[src/rtl/ram_arbiter_if.sv]
// Bus bundle between the two requesters, the arbiter and the RAM.
interface ram_arbiter_if #(
    parameter int unsigned ADDR_WIDTH = 8,
    parameter int unsigned DATA_WIDTH = 16
);
    // CPU requester
    logic                  Cpu_Req;
    logic                  Cpu_We;
    logic                  Cpu_Inst;
    logic [ADDR_WIDTH-1:0] Cpu_Addr;
    logic [DATA_WIDTH-1:0] Cpu_Wdata;
    logic [DATA_WIDTH-1:0] Cpu_Rdata;
    logic                  Cpu_Ack;
    logic                  Cpu_Err;

    // Loader requester
    logic                  Ldr_Req;
    logic                  Ldr_We;
    logic [ADDR_WIDTH-1:0] Ldr_Addr;
    logic [DATA_WIDTH-1:0] Ldr_Wdata;
    logic [DATA_WIDTH-1:0] Ldr_Rdata;
    logic                  Ldr_Ack;
    logic                  Ldr_Err;

    // RAM side
    logic [ADDR_WIDTH-1:0] Ram_Addr;
    logic [DATA_WIDTH-1:0] Ram_Wdata;
    logic                  Ram_Inst_Read;
    logic                  Ram_Data_Read;
    logic                  Ram_Data_Write;
    logic [DATA_WIDTH-1:0] Ram_Rdata;

    logic                  Busy;

    // Arbiter view
    modport slave (
        input  Cpu_Req, Cpu_We, Cpu_Inst, Cpu_Addr, Cpu_Wdata,
        output Cpu_Rdata, Cpu_Ack, Cpu_Err,
        input  Ldr_Req, Ldr_We, Ldr_Addr, Ldr_Wdata,
        output Ldr_Rdata, Ldr_Ack, Ldr_Err,
        output Ram_Addr, Ram_Wdata, Ram_Inst_Read, Ram_Data_Read, Ram_Data_Write,
        input  Ram_Rdata,
        output Busy
    );

    // Environment view (requesters plus RAM)
    modport master (
        output Cpu_Req, Cpu_We, Cpu_Inst, Cpu_Addr, Cpu_Wdata,
        input  Cpu_Rdata, Cpu_Ack, Cpu_Err,
        output Ldr_Req, Ldr_We, Ldr_Addr, Ldr_Wdata,
        input  Ldr_Rdata, Ldr_Ack, Ldr_Err,
        input  Ram_Addr, Ram_Wdata, Ram_Inst_Read, Ram_Data_Read, Ram_Data_Write,
        output Ram_Rdata,
        input  Busy
    );
endinterface

[src/rtl/ram_arbiter.sv]
// Round-robin arbiter sharing one RAM between the CPU and the loader.
// Each access runs IDLE -> ISSUE -> (WAIT) -> RESP; every output is a flop.
module ram_arbiter #(
    parameter int unsigned ADDR_WIDTH  = 8,
    parameter int unsigned DATA_WIDTH  = 16,
    parameter int unsigned MEM_DEPTH   = 256,
    parameter int unsigned RAM_LATENCY = 2
) (
    input  logic         Clk,
    input  logic         Reset,
    ram_arbiter_if.slave bus
);
    localparam int unsigned CNT_W = $clog2(RAM_LATENCY + 1);

    typedef enum logic [1:0] {
        ST_IDLE  = 2'd0,
        ST_ISSUE = 2'd1,
        ST_WAIT  = 2'd2,
        ST_RESP  = 2'd3
    } state_e;

    typedef enum logic {
        PORT_CPU = 1'b0,
        PORT_LDR = 1'b1
    } port_e;

    state_e                state_q, state_d;
    port_e                 last_grant_q, last_grant_d;
    port_e                 grant_q, grant_d;
    logic                  we_q, we_d;
    logic                  inst_q, inst_d;
    logic                  oor_q, oor_d;
    logic [ADDR_WIDTH-1:0] addr_q, addr_d;
    logic [DATA_WIDTH-1:0] wdata_q, wdata_d;
    logic [CNT_W-1:0]      cnt_q, cnt_d;
    logic                  inst_rd_q, inst_rd_d;
    logic                  data_rd_q, data_rd_d;
    logic                  data_wr_q, data_wr_d;
    logic                  cpu_ack_q, cpu_ack_d;
    logic                  cpu_err_q, cpu_err_d;
    logic                  ldr_ack_q, ldr_ack_d;
    logic                  ldr_err_q, ldr_err_d;
    logic [DATA_WIDTH-1:0] cpu_rdata_q, cpu_rdata_d;
    logic [DATA_WIDTH-1:0] ldr_rdata_q, ldr_rdata_d;
    logic                  busy_q, busy_d;

    port_e                 gnt_c;
    logic                  to_resp_c;

    // Next-state, request latching, strobe and response generation
    always_comb begin
        state_d      = state_q;
        last_grant_d = last_grant_q;
        grant_d      = grant_q;
        we_d         = we_q;
        inst_d       = inst_q;
        oor_d        = oor_q;
        addr_d       = addr_q;
        wdata_d      = wdata_q;
        cnt_d        = cnt_q;
        cpu_rdata_d  = cpu_rdata_q;
        ldr_rdata_d  = ldr_rdata_q;
        inst_rd_d    = 1'b0;
        data_rd_d    = 1'b0;
        data_wr_d    = 1'b0;
        cpu_ack_d    = 1'b0;
        cpu_err_d    = 1'b0;
        ldr_ack_d    = 1'b0;
        ldr_err_d    = 1'b0;
        gnt_c        = PORT_CPU;
        to_resp_c    = 1'b0;

        unique case (state_q)
            ST_IDLE: begin
                if (bus.Cpu_Req || bus.Ldr_Req) begin
                    // On a tie the port that did not win last time goes first
                    if (bus.Cpu_Req && bus.Ldr_Req) begin
                        gnt_c = (last_grant_q == PORT_CPU) ? PORT_LDR : PORT_CPU;
                    end else if (bus.Ldr_Req) begin
                        gnt_c = PORT_LDR;
                    end
                    grant_d      = gnt_c;
                    last_grant_d = gnt_c;
                    if (gnt_c == PORT_LDR) begin
                        we_d    = bus.Ldr_We;
                        inst_d  = 1'b0;
                        addr_d  = bus.Ldr_Addr;
                        wdata_d = bus.Ldr_Wdata;
                    end else begin
                        we_d    = bus.Cpu_We;
                        inst_d  = bus.Cpu_Inst & ~bus.Cpu_We;
                        addr_d  = bus.Cpu_Addr;
                        wdata_d = bus.Cpu_Wdata;
                    end
                    oor_d     = (32'(addr_d) >= MEM_DEPTH);
                    data_wr_d = ~oor_d & we_d;
                    inst_rd_d = ~oor_d & ~we_d & inst_d;
                    data_rd_d = ~oor_d & ~we_d & ~inst_d;
                    state_d   = ST_ISSUE;
                end
            end
            ST_ISSUE: begin
                if (oor_q || we_q) begin
                    state_d   = ST_RESP;
                    to_resp_c = 1'b1;
                end else begin
                    state_d = ST_WAIT;
                    cnt_d   = CNT_W'(RAM_LATENCY);
                end
            end
            ST_WAIT: begin
                cnt_d = cnt_q - CNT_W'(1);
                if (cnt_q == CNT_W'(1)) begin
                    state_d   = ST_RESP;
                    to_resp_c = 1'b1;
                end
            end
            ST_RESP: begin
                state_d = ST_IDLE;
            end
            default: begin
                state_d = ST_IDLE;
            end
        endcase

        // Entering RESP: raise the granted port's Ack and load its read data
        if (to_resp_c) begin
            if (grant_q == PORT_CPU) begin
                cpu_ack_d = 1'b1;
                cpu_err_d = oor_q;
                if (oor_q) begin
                    cpu_rdata_d = '0;
                end else if (!we_q) begin
                    cpu_rdata_d = bus.Ram_Rdata;
                end
            end else begin
                ldr_ack_d = 1'b1;
                ldr_err_d = oor_q;
                if (oor_q) begin
                    ldr_rdata_d = '0;
                end else if (!we_q) begin
                    ldr_rdata_d = bus.Ram_Rdata;
                end
            end
        end

        busy_d = (state_d != ST_IDLE);
    end

    // State and output registers with synchronous active-low reset
    always_ff @(posedge Clk) begin
        if (!Reset) begin
            state_q      <= ST_IDLE;
            last_grant_q <= PORT_CPU;
            grant_q      <= PORT_CPU;
            we_q         <= 1'b0;
            inst_q       <= 1'b0;
            oor_q        <= 1'b0;
            addr_q       <= '0;
            wdata_q      <= '0;
            cnt_q        <= '0;
            inst_rd_q    <= 1'b0;
            data_rd_q    <= 1'b0;
            data_wr_q    <= 1'b0;
            cpu_ack_q    <= 1'b0;
            cpu_err_q    <= 1'b0;
            ldr_ack_q    <= 1'b0;
            ldr_err_q    <= 1'b0;
            cpu_rdata_q  <= '0;
            ldr_rdata_q  <= '0;
            busy_q       <= 1'b0;
        end else begin
            state_q      <= state_d;
            last_grant_q <= last_grant_d;
            grant_q      <= grant_d;
            we_q         <= we_d;
            inst_q       <= inst_d;
            oor_q        <= oor_d;
            addr_q       <= addr_d;
            wdata_q      <= wdata_d;
            cnt_q        <= cnt_d;
            inst_rd_q    <= inst_rd_d;
            data_rd_q    <= data_rd_d;
            data_wr_q    <= data_wr_d;
            cpu_ack_q    <= cpu_ack_d;
            cpu_err_q    <= cpu_err_d;
            ldr_ack_q    <= ldr_ack_d;
            ldr_err_q    <= ldr_err_d;
            cpu_rdata_q  <= cpu_rdata_d;
            ldr_rdata_q  <= ldr_rdata_d;
            busy_q       <= busy_d;
        end
    end

    // The latched address/data double as the RAM address/data registers
    assign bus.Ram_Addr       = addr_q;
    assign bus.Ram_Wdata      = wdata_q;
    assign bus.Ram_Inst_Read  = inst_rd_q;
    assign bus.Ram_Data_Read  = data_rd_q;
    assign bus.Ram_Data_Write = data_wr_q;
    assign bus.Cpu_Rdata      = cpu_rdata_q;
    assign bus.Cpu_Ack        = cpu_ack_q;
    assign bus.Cpu_Err        = cpu_err_q;
    assign bus.Ldr_Rdata      = ldr_rdata_q;
    assign bus.Ldr_Ack        = ldr_ack_q;
    assign bus.Ldr_Err        = ldr_err_q;
    assign bus.Busy           = busy_q;

endmodule
[src/flat_wrapper.sv]
// flat-port wrapper written by rule: the top's interface ports become plain ports
module ram_arbiter_flat 
#(
    parameter int unsigned ADDR_WIDTH  = 8,
    parameter int unsigned DATA_WIDTH  = 16,
    parameter int unsigned MEM_DEPTH   = 256,
    parameter int unsigned RAM_LATENCY = 2
)
  (Clk, Reset, bus_Cpu_Req, bus_Cpu_We, bus_Cpu_Inst, bus_Cpu_Addr, bus_Cpu_Wdata, bus_Cpu_Rdata, bus_Cpu_Ack, bus_Cpu_Err, bus_Ldr_Req, bus_Ldr_We, bus_Ldr_Addr, bus_Ldr_Wdata, bus_Ldr_Rdata, bus_Ldr_Ack, bus_Ldr_Err, bus_Ram_Addr, bus_Ram_Wdata, bus_Ram_Inst_Read, bus_Ram_Data_Read, bus_Ram_Data_Write, bus_Ram_Rdata, bus_Busy);
  ram_arbiter_if #(.ADDR_WIDTH(ADDR_WIDTH), .DATA_WIDTH(DATA_WIDTH)) bus_i ();
  input  logic Clk;
  input  logic Reset;
  input wire logic [$bits(bus_i.Cpu_Req)-1:0] bus_Cpu_Req;
  input wire logic [$bits(bus_i.Cpu_We)-1:0] bus_Cpu_We;
  input wire logic [$bits(bus_i.Cpu_Inst)-1:0] bus_Cpu_Inst;
  input wire logic [$bits(bus_i.Cpu_Addr)-1:0] bus_Cpu_Addr;
  input wire logic [$bits(bus_i.Cpu_Wdata)-1:0] bus_Cpu_Wdata;
  output wire logic [$bits(bus_i.Cpu_Rdata)-1:0] bus_Cpu_Rdata;
  output wire logic [$bits(bus_i.Cpu_Ack)-1:0] bus_Cpu_Ack;
  output wire logic [$bits(bus_i.Cpu_Err)-1:0] bus_Cpu_Err;
  input wire logic [$bits(bus_i.Ldr_Req)-1:0] bus_Ldr_Req;
  input wire logic [$bits(bus_i.Ldr_We)-1:0] bus_Ldr_We;
  input wire logic [$bits(bus_i.Ldr_Addr)-1:0] bus_Ldr_Addr;
  input wire logic [$bits(bus_i.Ldr_Wdata)-1:0] bus_Ldr_Wdata;
  output wire logic [$bits(bus_i.Ldr_Rdata)-1:0] bus_Ldr_Rdata;
  output wire logic [$bits(bus_i.Ldr_Ack)-1:0] bus_Ldr_Ack;
  output wire logic [$bits(bus_i.Ldr_Err)-1:0] bus_Ldr_Err;
  output wire logic [$bits(bus_i.Ram_Addr)-1:0] bus_Ram_Addr;
  output wire logic [$bits(bus_i.Ram_Wdata)-1:0] bus_Ram_Wdata;
  output wire logic [$bits(bus_i.Ram_Inst_Read)-1:0] bus_Ram_Inst_Read;
  output wire logic [$bits(bus_i.Ram_Data_Read)-1:0] bus_Ram_Data_Read;
  output wire logic [$bits(bus_i.Ram_Data_Write)-1:0] bus_Ram_Data_Write;
  input wire logic [$bits(bus_i.Ram_Rdata)-1:0] bus_Ram_Rdata;
  output wire logic [$bits(bus_i.Busy)-1:0] bus_Busy;
  assign bus_i.Cpu_Req = bus_Cpu_Req;
  assign bus_i.Cpu_We = bus_Cpu_We;
  assign bus_i.Cpu_Inst = bus_Cpu_Inst;
  assign bus_i.Cpu_Addr = bus_Cpu_Addr;
  assign bus_i.Cpu_Wdata = bus_Cpu_Wdata;
  assign bus_Cpu_Rdata = bus_i.Cpu_Rdata;
  assign bus_Cpu_Ack = bus_i.Cpu_Ack;
  assign bus_Cpu_Err = bus_i.Cpu_Err;
  assign bus_i.Ldr_Req = bus_Ldr_Req;
  assign bus_i.Ldr_We = bus_Ldr_We;
  assign bus_i.Ldr_Addr = bus_Ldr_Addr;
  assign bus_i.Ldr_Wdata = bus_Ldr_Wdata;
  assign bus_Ldr_Rdata = bus_i.Ldr_Rdata;
  assign bus_Ldr_Ack = bus_i.Ldr_Ack;
  assign bus_Ldr_Err = bus_i.Ldr_Err;
  assign bus_Ram_Addr = bus_i.Ram_Addr;
  assign bus_Ram_Wdata = bus_i.Ram_Wdata;
  assign bus_Ram_Inst_Read = bus_i.Ram_Inst_Read;
  assign bus_Ram_Data_Read = bus_i.Ram_Data_Read;
  assign bus_Ram_Data_Write = bus_i.Ram_Data_Write;
  assign bus_i.Ram_Rdata = bus_Ram_Rdata;
  assign bus_Busy = bus_i.Busy;
  ram_arbiter #(.ADDR_WIDTH(ADDR_WIDTH), .DATA_WIDTH(DATA_WIDTH), .MEM_DEPTH(MEM_DEPTH), .RAM_LATENCY(RAM_LATENCY)) u_core (.Clk(Clk), .Reset(Reset), .bus(bus_i));
endmodule
[config.mk]
export PLATFORM = sky130hd
export DESIGN_NAME = ram_arbiter_flat
export DESIGN_NICKNAME = d
export VERILOG_FILES = /design/src/rtl/ram_arbiter_if.sv /design/src/rtl/ram_arbiter.sv /design/src/flat_wrapper.sv
export SDC_FILE = /design/constraint.sdc
export NUM_CORES = 1
export LEC_CHECK = 0
export ABC_CLOCK_PERIOD_IN_PS = 1800
export BUFFER_PORTS_ARGS = -buffer_cell sky130_fd_sc_hd__buf_2
export CAP_MARGIN = 20
export CORE_ASPECT_RATIO = 0.5
export CORE_MARGIN = 4
export CORE_UTILIZATION = 41
export CTS_BUF_LIST = sky130_fd_sc_hd__clkbuf_4 sky130_fd_sc_hd__clkbuf_8 sky130_fd_sc_hd__clkbuf_16
export CTS_CLUSTER_SIZE = 14
export DETAILED_ROUTE_END_ITERATION = 10
export HOLD_SLACK_MARGIN = 0.15
export PLACE_DENSITY = 0.76
export SETUP_SLACK_MARGIN = 0.2
export SYNTH_ARGS = -nofsm -noshare
export SYNTH_HDL_FRONTEND = slang
export SYNTH_SLANG_ARGS = --single-unit
[constraint.sdc]
create_clock -name Clk -period 1.8 [get_ports Clk]
set_input_delay 0.09 -clock Clk [delete_from_list [all_inputs] [get_ports Clk]]
set_output_delay 0.09 -clock Clk [all_outputs]
set_load 0.01 [all_outputs]
Word level (Yosys, flattened, before mapping):

Cells that the tools add are included.

* bits of input ports: 71
* output and inout bits: 64
* logic and storage cells: 63
* bits in registers: 68

* $add $sub $neg: 1
* mux-type cells: 24
* bitwise gates (word level): 8
* reduce and logical (&&, ||, !) cells: 11
* equal/unequal tests: 5

Operator list (count)
* 16-bit two-way mux: 2
* 1-bit two-way mux: 15
* 3-bit AND reduction: 3
* 8-bit two-way mux: 1
* 2-bit case mux with 4 select lines: 1
* 2-bit two-way mux: 3
* 2-bit AND reduction: 3
* 1-bit inverter: 5
* 2-bit by 1-bit == test with 1-bit output, second input constant: 2
* 2-bit == test, second input constant: 2
* 2-bit case mux with 2 select lines: 1
* 2-bit nonzero test: 2
* 1-bit AND: 3
* 2-bit zero test: 1
* 2-bit inequality test, second input constant: 1
* 1-bit case mux with 2 select lines: 1
* 2-bit by 1-bit subtractor with 2-bit output, second input constant: 1
* 1-bit logical AND: 1
* 1-bit logical OR: 1

Longest topological paths before layout:

* word-level depth: 9
* mapped depth: 7
* mapped depth without buffers: 5

Worst setup path after synthesis:

OpenSTA, ideal clock, no wires.

* kind: flip-flop to flip-flop
* start: reg u_core.state_q[0]
* end: reg u_core.cpu_rdata_q[10], in the netlist u_core.bus.Cpu_Rdata[10]
* path buffers: 2
* library setup time: 0.072 ns
* arrival: 1.606 ns
* period minus slack after synthesis: 1.677 ns
* required time: 1.728 ns
* slack: 0.123 ns
* stages on the path, launching flop included: 8
* path through: dfxtp_1 > inv_1 > ha_1 > nor2b_1 > nor3b_1 > buf_2 > buf_6 > mux2i_1

* cells in the longest elaborated chain, start to end: 3
* elaborated cells on any way between the ends: 4
* classes of those cells: eq/ne (2); mux (1); reduce/logical (1)

Ends and longest elaborated chain
* start: declaration: line ram_arbiter.sv:27 `state_e state_q, state_d;`
* start signal: assignment: line ram_arbiter.sv:173 `state_q <= state_d;`
* 2-bit == test or 2-bit by 1-bit == test with 1-bit output (tied branches): line ram_arbiter.sv:73 `unique case (state_q)`
* 1-bit case mux with 2 select lines *: line ram_arbiter.sv:73
* 3-bit AND reduction (no source line) *
* end signal: assignment: line ram_arbiter.sv:189 `cpu_rdata_q <= cpu_rdata_d;`
* end: declaration: line ram_arbiter.sv:43 `logic [DATA_WIDTH-1:0] cpu_rdata_q, cpu_rdata_d;`

Mark *: on every way between the ends. The rest lies on a longest branch, timed or not.
A chain may end at the register's enable or synchronous reset.

Final worst setup path:

* start: reg u_core.state_q[0]
* end: reg u_core.cpu_rdata_q[0], in the netlist u_core.bus.Cpu_Rdata[0]

The elaborated chain is that of the path after synthesis.

==> results.json <==
{
  "routed_wl_um": 9830,
  "ys_top_cells_by_area": "dfxtp_1 (50%), mux2i_1 (12%), nand2_1 (7.3%)",
  "cts_buffer_depth": 2,
  "ys_warn_count": 0,
  "tns_ns": 0,
  "synth_edf_count": 0,
  "cts_tree": "yes",
  "max_stage_delay_ns": 0.36,
  "dpl_cell_area_um2": 3500,
  "drv_cap": 0,
  "skew_ns": 0.00637,
  "clk-insertion-delay-late_ns": 0.32,
  "reg2reg_depth": 6,
  "dr.pass1.iters": 5,
  "critPathBufInv": 2,
  "place_inst": 478,
  "p_per_area_nw_per_um2": 1200,
  "synthArstFlopShare": 0,
  "synth_seq_cells": 68,
  "grt_pass1_wl_um": 15200,
  "place_congestion": 0.822,
  "end_kind": "flop",
  "r2r_setup_slack_ns": 0.23,
  "drc_errors": 0,
  "hold_class": "input pin to flop",
  "routed_via_density": 5.14,
  "cp-start-kind": "flop",
  "status": "finished, final reports clean",
  "reg2reg_to": "u_core.bus.Cpu_Rdata[0]",
  "grt_pass1_vias": 3000,
  "avgSynthCellArea_um2": 10.3,
  "cts-root-buf": "clkbuf_16",
  "ir_drop_mv": 0.687,
  "coreArea_um2": 6260,
  "port_buffers": 132,
  "die_y_um": 65.7,
  "clkSinkCount": 68,
  "finalSetupViolCount": 0,
  "endpoint": "u_core.bus.Cpu_Rdata[0]",
  "ant_nets": 0,
  "grt_start_max_net_pins": 43,
  "cp_max_fo": 7,
  "rsz0062_at_grt": "true",
  "worstPathCellList": "inv_4 > ha_4 > nor2b_4 > nor3b_4 > buf_6 > mux2i_1",
  "dieArea_um2": 8100,
  "fillCellCount": 405,
  "ys_seq_area_frac": 0.499,
  "yosysTopAreaCell": "dfxtp_1",
  "post-place-ws_ns": 0.178,
  "syn_area_um2": 2730,
  "critPathTopFamily": "simple AND/OR/NAND/NOR gates",
  "finalCritPeriodShare": 0.875,
  "netlist_top_cells_count": "dfxtp_1 (68), nand2_1 (53), mux2i_1 (33)",
  "cp.arrival_ns": 1.82,
  "p_leak_nw": 2.35,
  "drv_slew": 0,
  "synth_ff_type": "dfxtp_1",
  "n_antenna_cell": 0,
  "yosysMostFrequentCell": "dfxtp_1",
  "dp_hpwl_um": 5000,
  "cts_made_buffers": 9,
  "h-tree-depth": 3,
  "fmax_mhz": 635,
  "area_delta_synth_final_pct": 69.4,
  "synth_cell_types": 33,
  "overflow": 0,
  "final_util": 0.739,
  "cts.reportedPaths.clkPinSlew_ns": 0.06,
  "fin_crit_ns": 1.57,
  "nets": 549,
  "stdcell_area_um2": 4620,
  "antenna_found_initial": 0,
  "layoutNonFillerInstCount": 565,
  "synthCells": 266,
  "start_util": 0.436,
  "synth_top_area_frac": 0.499,
  "hold_violations": 0,
  "boundaryPins": 135,
  "cp-startpoint": "u_core.state_q[0]",
  "crit_type": "flop to flop",
  "layout_setup_ws_ns": 0.225,
  "drive_gt1_frac": 0.375,
  "worstReg2RegStart": "u_core.state_q[0]",
  "fp-row-count": 20,
  "cp.depth": 6,
  "critical_path.slowest_cell": "dfxtp_4",
  "die_x_um": 123,
  "vias": 2904,
  "wl_per_cell_um": 17.4,
  "crit_required_ns": 2.05,
  "grt_usage": 0.244,
  "first_iter_violations": 196
}
## repair_timing
action	in CTS	in global routing
buffers inserted	1	0
hold buffers	69	0
endpoints found under the setup margin	34	56
resized for setup	10	7
cloned	1	0
pin swaps	1	1
hold endpoints to repair	60	0
## worst min-delay path by stage
stage	start	endpoint	slack, ns	cells past startpoint
after floorplan	bus_Cpu_Req	u_core.last_grant_q	0.21	1
after global placement	bus_Ldr_Wdata[7]	u_core.bus.Ram_Wdata[7]	0.31	2
after detailed placement	bus_Ldr_Wdata[6]	u_core.bus.Ram_Wdata[6]	0.32	2
after CTS	Reset	u_core.bus.Cpu_Rdata[2]	0.18	3
after global routing	Reset	u_core.bus.Ldr_Rdata[3]	0.22	3
final	Reset	u_core.bus.Cpu_Rdata[2]	0.19	3
## state kept, by name, summed over array words and instances (netlist names), 2 cells and up
register	flops
u_core.cnt_q	2
u_core.bus.Ldr_Rdata	16
u_core.bus.Ram_Addr	8
u_core.bus.Cpu_Rdata	16
u_core.state_q	2
u_core.bus.Ram_Wdata	16
## power breakdown
| group | switching, mW | leakage [nW] | total, mW | internal (mW) |
|---|---|---|---|---|
| clock | 0.610 | 0.176 | 2.05 | 1.44 |
| combinational | 0.795 | 1.62 | 1.59 | 0.794 |
| sequential | 0.158 | 0.555 | 1.92 | 1.77 |
## routing by layer
layer	wire (um)	share of wire	track usage	vias to the layer above
li1	-	-	-	1361
met1	3810	0.39	0.259	1330
met2	4790	0.49	0.434	169
met3	715	0.073	0.0688	44
met4	508	0.052	0.146	0
met5	0	0	0	-
## tightest hold or removal path: stages
cell,delay [ns]
buf_2,0.21
nand2_1,0.10
mux2i_1,0.05
## cell usage in the layout, fill, tap and decap left out, types with 2 or more instances in the layout
cell	n
buf_6	4
nand3_1	2
clkbuf_8	2
buf_12	2
buf_4	6
buf_2	132
dlygate4sd3_1	69
and3_1	24
nand2_1	52
dfxtp_1	66
clkbuf_16	9
inv_1	3
conb_1	2
bufinv_16	3
nand2b_1	3
mux2i_1	33
ha_4	2
a21oi_1	4
nor3b_4	2
a221o_2	5
a311oi_1	2
nor2_1	4
o21ai_0	2
ha_1	4
and3b_1	2
a221o_1	19
## through the flow
| step | total power, mW | hold WS (ns) |
|---|---|---|
| 2_1_floorplan | 2.65 | 0.205 |
| 3_3_place_gp | 3.13 | 0.312 |
| 3_5_place_dp | 3.14 | 0.316 |
| 4_1_cts | 5.40 | 0.176 |
| 5_1_grt | 5.80 | 0.215 |
| 6_report | 5.56 | 0.189 |
## cells by family (layout without fill, tap and decap cells)
group	after synthesis	after routing	share of synthesized area
AO/OA/AOI/OAI	37	37	0.124
adder cells (fa/ha/maj)	6	6	0.0275
buffers and inverters	24	234	0.0477
flip-flops	68	68	0.499
multiplexers	33	33	0.121
other	1	2	0.00137
AND/OR/NAND/NOR	97	97	0.179
## cell type report
class / instances / area (um2) / area share
sequential: 68 / 1370 / 0.296
inverter: 5 / 21.3 / 0.00460
tap: 88 / 110 / 0.0238
multi-input combinational: 175 / 1290 / 0.278
clock inverter: 4 / 95.1 / 0.0206
clock buffer: 12 / 260 / 0.0563
timing repair buffer: 213 / 1480 / 0.321
(Power assumes the default switching activity.)
